**src/rtl/mux_arbiter.sv**
```systemverilog
// Round-robin arbiter that shares one registered 136-bit output stage between three
// valid/ready requesters, granting one burst at a time (capped at MAX_BURST beats).
module mux_arbiter #(
  parameter int DATA_W    = 136,
  parameter int MAX_BURST = 4
) (
  input  logic              clk,
  input  logic              rst,
  input  logic              in1_valid,
  input  logic [DATA_W-1:0] in1_data,
  input  logic              in1_last,
  output logic              in1_ready,
  input  logic              in2_valid,
  input  logic [DATA_W-1:0] in2_data,
  input  logic              in2_last,
  output logic              in2_ready,
  input  logic              in3_valid,
  input  logic [DATA_W-1:0] in3_data,
  input  logic              in3_last,
  output logic              in3_ready,
  output logic              out_valid,
  output logic [DATA_W-1:0] out_data,
  output logic              out_last,
  input  logic              out_ready,
  output logic [1:0]        grant_sel,
  output logic              busy
);

  // Handshake: a beat moves on a port at a rising edge exactly when that port's
  // valid and ready are both high; ready never depends on the same port's valid.

  typedef enum logic {
    IDLE = 1'b0,
    XFER = 1'b1
  } state_t;

  state_t            state_q, state_d;
  logic [1:0]        grant_q, grant_d;
  logic [1:0]        ptr_q, ptr_d;
  logic [3:0]        count_q, count_d;
  logic              out_valid_q, out_valid_d;
  logic [DATA_W-1:0] out_data_q, out_data_d;
  logic              out_last_q, out_last_d;

  logic [3:1]        req_valid;
  logic [1:0]        pick;
  logic [1:0]        cand;
  logic              sel_valid;
  logic              sel_last;
  logic [DATA_W-1:0] sel_data;
  logic              can_load;
  logic              accept;
  logic              burst_full;
  logic              burst_end;

  assign req_valid = {in3_valid, in2_valid, in1_valid};

  // Walk the rotating order backwards so the first valid requester after ptr_q wins.
  always_comb begin
    pick = 2'd0;
    cand = 2'd0;
    for (int i = 3; i >= 1; i--) begin
      cand = 2'(((int'(ptr_q) + i - 1) % 3) + 1);
      if (req_valid[cand]) pick = cand;
    end
  end

  always_comb begin
    sel_valid = 1'b0;
    sel_last  = 1'b0;
    sel_data  = '0;
    case (grant_q)
      2'd1: begin sel_valid = in1_valid; sel_last = in1_last; sel_data = in1_data; end
      2'd2: begin sel_valid = in2_valid; sel_last = in2_last; sel_data = in2_data; end
      2'd3: begin sel_valid = in3_valid; sel_last = in3_last; sel_data = in3_data; end
      default: ;
    endcase
  end

  assign can_load   = !out_valid_q || out_ready;
  assign accept     = (state_q == XFER) && sel_valid && can_load;
  assign burst_full = (count_q == 4'(MAX_BURST - 1));
  assign burst_end  = sel_last || burst_full;

  assign in1_ready = (state_q == XFER) && (grant_q == 2'd1) && can_load;
  assign in2_ready = (state_q == XFER) && (grant_q == 2'd2) && can_load;
  assign in3_ready = (state_q == XFER) && (grant_q == 2'd3) && can_load;

  always_comb begin
    state_d     = state_q;
    grant_d     = grant_q;
    ptr_d       = ptr_q;
    count_d     = count_q;
    out_valid_d = out_valid_q;
    out_data_d  = out_data_q;
    out_last_d  = out_last_q;
    // The output register drains in either state; a load below overrides this.
    if (out_ready) out_valid_d = 1'b0;
    case (state_q)
      IDLE: begin
        if (pick != 2'd0) begin
          grant_d = pick;
          state_d = XFER;
        end
      end
      XFER: begin
        if (accept) begin
          out_valid_d = 1'b1;
          out_data_d  = sel_data;
          out_last_d  = burst_end;
          if (burst_end) begin
            count_d = 4'd0;
            ptr_d   = grant_q;
            grant_d = 2'd0;
            state_d = IDLE;
          end else begin
            count_d = count_q + 4'd1;
          end
        end
      end
      default: state_d = IDLE;
    endcase
  end

  always_ff @(posedge clk) begin
    if (rst) begin
      state_q     <= IDLE;
      grant_q     <= 2'd0;
      ptr_q       <= 2'd3;
      count_q     <= 4'd0;
      out_valid_q <= 1'b0;
      out_data_q  <= '0;
      out_last_q  <= 1'b0;
    end else begin
      state_q     <= state_d;
      grant_q     <= grant_d;
      ptr_q       <= ptr_d;
      count_q     <= count_d;
      out_valid_q <= out_valid_d;
      out_data_q  <= out_data_d;
      out_last_q  <= out_last_d;
    end
  end

  assign out_valid = out_valid_q;
  assign out_data  = out_data_q;
  assign out_last  = out_last_q;
  assign grant_sel = grant_q;
  assign busy      = (state_q == XFER);

endmodule

```
**config.mk**
```make
export PLATFORM = sky130hd
export DESIGN_NAME = mux_arbiter
export DESIGN_NICKNAME = d
export VERILOG_FILES = /design/src/rtl/mux_arbiter.sv
export SDC_FILE = /design/constraint.sdc
export NUM_CORES = 1
export LEC_CHECK = 0
export BUFFER_PORTS_ARGS = -buffer_cell sky130_fd_sc_hd__buf_2
export CAP_MARGIN = 30
export CORE_AREA = 3 3 215 217
export CTS_CLUSTER_SIZE = 30
export DETAILED_ROUTE_END_ITERATION = 8
export DIE_AREA = 0 0 218 220
export PLACE_DENSITY = 0.4
export SLEW_MARGIN = 20
export SYNTH_ARGS = -nofsm -noshare
export SYNTH_HDL_FRONTEND = slang
export SYNTH_SLANG_ARGS = --single-unit
```
**constraint.sdc**
```tcl
create_clock -name clk -period 2.4 [get_ports clk]
set_input_delay 0.6 -clock clk [delete_from_list [all_inputs] [get_ports clk]]
set_output_delay 0.6 -clock clk [all_outputs]
set_load 0.02 [all_outputs]
```
# After elaboration in Yosys (flattened, before gate mapping)
# Index checks and enable logic that the tools add are counted.
# W data, S select, Z words.
# totals
reg_bits,147
input_bits,417
out_inout_bits,144
word_cells,70
# classes
n_addsub,10
n_div,3
order_cmp,3
n_eq_ne,7
mux,24
bitwise,1
reduce_logical,15
# op_table
operator,n
$pmux W136 S3,1
$mod A32 B3 Y32 const B,3
$mux W2,6
$sub A3 B1 Y4 const B,3
$lt A2 B3 Y1 const B,3
$mux W1,9
$logic_and A1 B1 Y1,8
$add A2 B2 Y2 const B,3
$add A2 B2 Y3 const B,2
$bmux W1 S2,3
$pmux W1 S3,2
$reduce_and A3 Y1,2
$add A4 B1 Y4 const B,1
$eq A2 B2 Y1 const B,2
$eq A4 B2 Y1 const B,1
$mux W4,1
$ne A2 B1 Y1 const B,2
$pmux W2 S2,1
$add A2 B1 Y3 const B,1
$eq A2 B1 Y1 const B,1
$logic_or A1 B1 Y1,2
$ne A2 B2 Y1 const B,1
$pmux W1 S2,1
$reduce_and A2 Y1,1
other kinds (3),3

# Logic depth before layout (Yosys ltp)
# Gate-level depths: netlist of run 1.
# depth
ltp_word,12
ltp_mapped,8
ltp_nobuf,7

# Worst setup path after synthesis of run 1
# Ideal clock, no wire load.
# synth_timing
path_kind,register to output
from,register grant_q[0] (netlist: grant_sel[0])
to,output in1_ready
arrival_ns,1.522
required_ns,1.800
slack_ns,0.278
path_stages_with_launch,6
n_path_buf,3
cell_sequence,dfxtp_1 buf_6 buf_2 buf_1 nand3_1 nor2_1
# synth_between
elab_chain_len,3
# synth_lines
element,line,text
from (decl),38,"logic [1:0] grant_q, grant_d;"
from (signal assigned),136,grant_q <= grant_d;
$eq A2 B1 Y1,85,assign in1_ready = (state_q == XFER) && (grant_q == 2'd1) && can_load;
$logic_and A1 B1 Y1 (2 in a row),85,
to (decl),12,"output logic in1_ready,"
# No other way between the ends.

# Worst setup path after layout of run 1
# layout_timing
from,register state_q (netlist: busy)
to,output in1_ready
# layout_between
elab_chain_len,2
# layout_lines
element,line,text
from (decl),37,"state_t state_q, state_d;"
from (signal assigned),135,state_q <= state_d;
$logic_and A1 B1 Y1 (2 in a row),85,
# No other way between the ends.

==> flow_metrics.tcl, run 1 <==
set metrics [dict create \
    status "finished, final reports clean" \
    regArea_sq_um 2950 \
    first_global_vias 8765 \
    cts_buffers 17 \
    antenna_found_initial 1 \
    clk_latency_ns 0.45 \
    fillCellCount 4792 \
    period_needed_ns 2.07 \
    vias 8799 \
    worstSetupPathType "flip-flop to output port" \
    dp_hpwl_mm 27.7 \
    via_per_inst 4.44 \
    r2r_slack_ns 0.39 \
    p_per_area_nw_per_um2 697 \
    synth.distinct_cells 41 \
    path_cells "nand3_1 > nor2_1 > buf_2" \
    avgRoutedWirePerCell_um 17.8 \
    min-delay-start "in1_data[126]" \
    hold_path.class "input pin to flip-flop" \
    root_buffer "clkbuf_16" \
    postCtsSetupBuffers 0 \
    synth_top_area_share 0.354 \
    portBuffers 560 \
    setup_viol 0 \
    cts_hold_buf 0 \
    startpoint "busy$_SDFF_PP0_" \
    relSlewSlack 0.365 \
    slew_violations 0 \
    syn_to_final_growth_pct 50.1 \
    grt_pass1_wl_mm 50.8 \
    cts_tree "done" \
    die_x_um 218 \
    cts-resized-gates 0 \
    worst-endpoint-required_ns 1.80 \
    first_iter_violations 395 \
    syn_inst 862 \
    critPathBufInv 1 \
    rows 77 \
    arrival_ns 1.47 \
    hold_viol 0 \
    gp_congestion 0.832 \
    yosysTopAreaCell "dfxtp_1" \
    firstDrtPassIters 4 \
    tns_ns 0 \
    grt_start_max_net_pins 80 \
    yosys_warnings 0 \
    syn_nets 1284 \
    initial_core_util 0.188 \
    cts_num_sinks 147 \
    die_y_um 220 \
    vdd_drop_max_v 0.000397 \
    critical-path-top-delay-family "flip-flops" \
    final_cell_mix "buf_2 (559), dfxtp_1 (145), nor2_1 (140), a221oi_1 (137), mux2_2 (136)" \
    ys_ff_latch 147 \
    clockBufferDepth 2 \
    ys_seq_area_frac 0.354 \
    max_freq_mhz 484 \
    grt-ovfl-total 0 \
    drive_gt1_frac 0.620 \
    path_max_fanout 10 \
    clock_skew_ns 0.00947 \
    maxCapViolations 0 \
    drc_errors 0 \
    final_antenna_net_count 0 \
    max_slew.worst_pin.slew_ns 0.953 \
    max_stage_delay_ns 0.58 \
    final_common_cell "buf_2" \
    dieArea_sq_um 48000 \
    avgSynthCellArea_sq_um 9.64 \
    post-route-period-util 0.862 \
    multi_input_area_sq_um 4890 \
    cp_slowest_cell "dfxtp_1" \
    rsz0062_at_grt "false" \
    fin_nets 1797 \
    p_leak_nw 5.48 \
    power.total_mw 8.70 \
    ios 561 \
    setup.worst_path.start_class "flip-flop" \
    worstSetupEndpointType "output port" \
    htreeDepth 4 \
    r2r-start "grant_sel[0]$_SDFFE_PP0P_" \
    finalWirelength_mm 35.2 \
    clk_pin_slew_ns 0.06 \
    netlist_area_sq_um 8310 \
    synthTopCellsByArea "dfxtp_1 (35%), mux2_2 (18%), a221oi_1 (14%), nor3_2 (11%), nor2_1 (6.3%)" \
    core_area_sq_um 44300 \
    grt_usage 0.137 \
]
[metrics by stage]
| step | cell area [sq um] | worst slack [ns] | instances | utilization | hold slack (ns) |
|---|---|---|---|---|---|
| after floorplan | 8310 | 0.278 | 862 | - | 0.449 |
| after global placement | 11800 | 0.250 | 1948 | 0.267 | 0.472 |
| after detailed placement | 11800 | 0.238 | 1948 | 0.267 | 0.480 |
| after CTS | 12500 | 0.272 | 1980 | 0.282 | 0.383 |
| after global routing | 12500 | 0.182 | 1981 | 0.282 | 0.400 |
| final | 12500 | 0.332 | 1981 | 0.282 | 0.426 |
[path summary, 6_finish.rpt]
path	endpoint	cells after the start
hold reg to reg	out_last$_SDFFE_PP0P_	2
setup / recovery	in1_ready	3
hold / removal	out_data[126]$_SDFFE_PP0P_	3
setup reg to reg	out_data[113]$_SDFFE_PP0P_	6
[cells by family after synthesis]
family | Yosys count | share of synthesized area
adder cells (fa/ha/maj) | 5 | 0.00753
flip-flops | 147 | 0.354
AND/OR/NAND/NOR | 305 | 0.219
multiplexers | 142 | 0.192
buffers and inverters | 101 | 0.0611
AO/OA/AOI/OAI | 162 | 0.166
[cell usage after synthesis (all sizes together)]
cell     instances
dfxtp          147
nor2           146
nor3           142
mux2           138
a221oi         137
clkbuf          49
buf             47
a21oi            6
nand2            6
ha               5
inv              5
mux2i            4
nor2b            4
a211o            2
a22oi            2
o211ai           2
o21ai            2
o22ai            2
a21o             1
a221o            1
a31oi            1
and2             1
and3             1
nand2b           1
nand3            1
nand3b           1
nor3b            1
o2111a           1
o2111ai          1
o21a             1
o221ai           1
o2bb2ai          1
o31ai            1
or2              1
[flip-flops by register name, indices dropped and copies added (netlist names)]
name and flops:
grant_sel 2, out_valid 1, busy 1, count_q 4, out_last 1, out_data 136, ptr_q 2
[where the power goes]
group	switching, mW	total, mW	internal, mW
registers	0.163	2.86	2.70
clock network	1.10	3.00	1.90
logic	1.62	2.83	1.21
[tightest hold or removal path: cells and delay by family]
| kind | cells | cell delay [ns] |
|---|---|---|
| buffers and inverters | 1 | 0.07 |
| AO/OA/AOI/OAI | 1 | 0.07 |
| AND/OR/NAND/NOR | 1 | 0.09 |
[cell type report]
| class | instances | area share |
|---|---|---|
| Sequential cell | 147 | 0.236 |
| Clock buffer | 20 | 0.0366 |
| Inverter | 5 | 0.00150 |
| Antenna cell | 1 | 0.000201 |
| Multi-Input combinational cell | 614 | 0.392 |
| Tap cell | 592 | 0.0593 |
| Clock inverter | 12 | 0.0160 |
| Timing Repair Buffer | 590 | 0.258 |
[layer usage]
metal / wire, um / track usage
met1: 14000 / 0.159
met2: 18200 / 0.247
met3: 2430 / 0.0365
met4: 511 / 0.0435
met5: 0 / 0
Power figures use the tool's default switching activity.
==> run 2: changes to the inputs <==
CORE_AREA = 3 3 219 221   (was 3 3 215 217)
CTS_BUF_LIST = sky130_fd_sc_hd__clkbuf_4   (was unset)
DIE_AREA = 0 0 222 224   (was 0 0 218 220)
PLACE_DENSITY = 0.39   (was 0.4)
==> flow_metrics.tcl, run 2 (same netlist as run 1, synthesis figures left out) <==
set metrics [dict create \
    finalWirelength_mm 35.4 \
    largest_register_ffs 136 \
    ios 561 \
    initial_core_util 0.179 \
    met1_length_mm 13.9 \
    place_inst 1958 \
    clk_latency_ns 0.59 \
    grt_pass1_wl_mm 53.0 \
    rsz0062_at_grt "false" \
    path_max_fanout 5 \
    setup.worst_path.start_class "flip-flop" \
    clock_skew_ns 0.0311 \
    p_per_area_nw_per_um2 597 \
    highest_layer "met4" \
    rows 79 \
    max_stage_delay_ns 0.34 \
    cts_buffers 17 \
    vdd_drop_max_v 0.000294 \
    final_antenna_net_count 0 \
    route.met3.wl_mm 2.64 \
    final_core_util 0.260 \
    worstSetupPathType "flip-flop to output port" \
    antenna_found_initial 3 \
    root_buffer "clkbuf_4" \
    drive_gt1_frac 0.621 \
    path_cells "nand2b_1 > nand3_1 > nor2_1 > buf_2" \
    p_leak_nw 5.28 \
    fin_nets 1796 \
    hold_path.class "input pin to flip-flop" \
    critical-path-top-delay-family "simple AND/OR/NAND/NOR gates" \
    maxCapViolations 0 \
    max_slew.worst_pin.slew_ns 0.671 \
    grt_usage 0.136 \
    relSlewSlack 0.553 \
    status "finished, final reports clean" \
    final_common_cell "buf_2" \
    grt_start_max_net_pins 78 \
    tns_ns 0 \
    avgRoutedWirePerCell_um 17.7 \
    setup_viol 0 \
    vias 8778 \
    worstSetupEndpointType "output port" \
    fillCellCount 5058 \
    cts_hold_buf 0 \
    final_cells 1996 \
    first_global_vias 9168 \
    worst-endpoint-required_ns 1.80 \
    cts_tree "done" \
    dp_hpwl_mm 27.8 \
    cts_num_sinks 147 \
    die_y_um 224 \
    critPathBufInv 1 \
    via_per_inst 4.40 \
    first_iter_violations 379 \
    cp_slowest_cell "dfxtp_1" \
    gp_congestion 0.832 \
    grt-ovfl-total 0 \
    post-route-period-util 0.903 \
    final_cell_mix "buf_2 (559), dfxtp_1 (144), nor2_1 (140), a221oi_1 (137), mux2_2 (136)" \
    syn_to_final_growth_pct 45.2 \
    period_needed_ns 2.17 \
    htreeDepth 4 \
    drc_errors 0 \
    clk_pin_slew_ns 0.14 \
    firstDrtPassIters 4 \
    clockBufferDepth 2 \
    slew_violations 0 \
    arrival_ns 1.57 \
    hold_viol 0 \
    wl_met2_mm 18.3 \
    core_area_sq_um 46400 \
    max_freq_mhz 461 \
    portBuffers 560 \
    die_x_um 222 \
    dieArea_sq_um 49700 \
]
## run 2: cell types whose count changed in the layout (fill, tap and decap cells not counted), sizes merged
cell and change:
diode +2, buf -1, clkbuf +5, bufinv -4
inv -4, clkinvlp +2
## run 2: timing repair
action / 4_1_cts / 5_1_grt
gates resized for setup: 0 / 2
setup buffers: 0 / 4
setup endpoints to repair: 0 / 3
## run 2: through the flow
step / power, mW / hold slack (ns) / instance area, sq um / setup slack, ns
floorplan: 4.69 / 0.449 / 8310 / 0.278
global placement: 5.76 / 0.481 / 11800 / 0.284
detailed placement: 5.76 / 0.481 / 11800 / 0.258
CTS: 7.36 / 0.183 / 12000 / 0.00601
global route: 7.71 / 0.199 / 12100 / 0.0118
finish: 7.20 / 0.294 / 12100 / 0.233
## run 2: worst paths after layout
check / endpoint / slack [ns] / cells after the start / startpoint
worst max-delay path: in3_ready / 0.23 / 4 / out_valid$_SDFF_PP0_
worst max register to register: out_data[101]$_SDFFE_PP0P_ / 0.43 / 5 / grant_sel[0]$_SDFFE_PP0P_
worst min-delay path: out_data[123]$_SDFFE_PP0P_ / 0.29 / 3 / in1_data[123]
worst min register to register: count_q[2]$_SDFFE_PP0P_ / 0.50 / 2 / count_q[2]$_SDFFE_PP0P_
## run 2: metal layers
metal | GRT usage | vias up
met5 | 0 | -
met4 | 0.0402 | 0
met3 | 0.0439 | 21
met2 | 0.244 | 334
met1 | 0.154 | 4135
li1 | - | 4288
## run 2: power breakdown
part / internal [mW] / switching (mW)
registers: 2.70 / 0.152
clock network: 0.594 / 0.927
logic: 1.20 / 1.63
## run 2: layout make-up
| class | instances | area (sq um) | area share |
|---|---|---|---|
| inverters | 5 | 22.5 | 0.00187 |
| repair buffers | 589 | 3190 | 0.264 |
| flip-flops and latches | 147 | 2950 | 0.245 |
| multi-input cells | 614 | 4890 | 0.405 |
| diodes | 3 | 7.51 | 0.000622 |
| clock inverters | 6 | 58.8 | 0.00487 |
| clock buffers | 25 | 188 | 0.0156 |
| well taps | 607 | 759 | 0.0629 |
## run 2: worst reg2reg max path, cell delays in order (launching register included)
cell and delay (ns):
dfxtp_4 0.49, buf_12 0.27, buf_4 0.28, mux2_2 0.37
a221oi_1 0.35, nor3_1 0.07
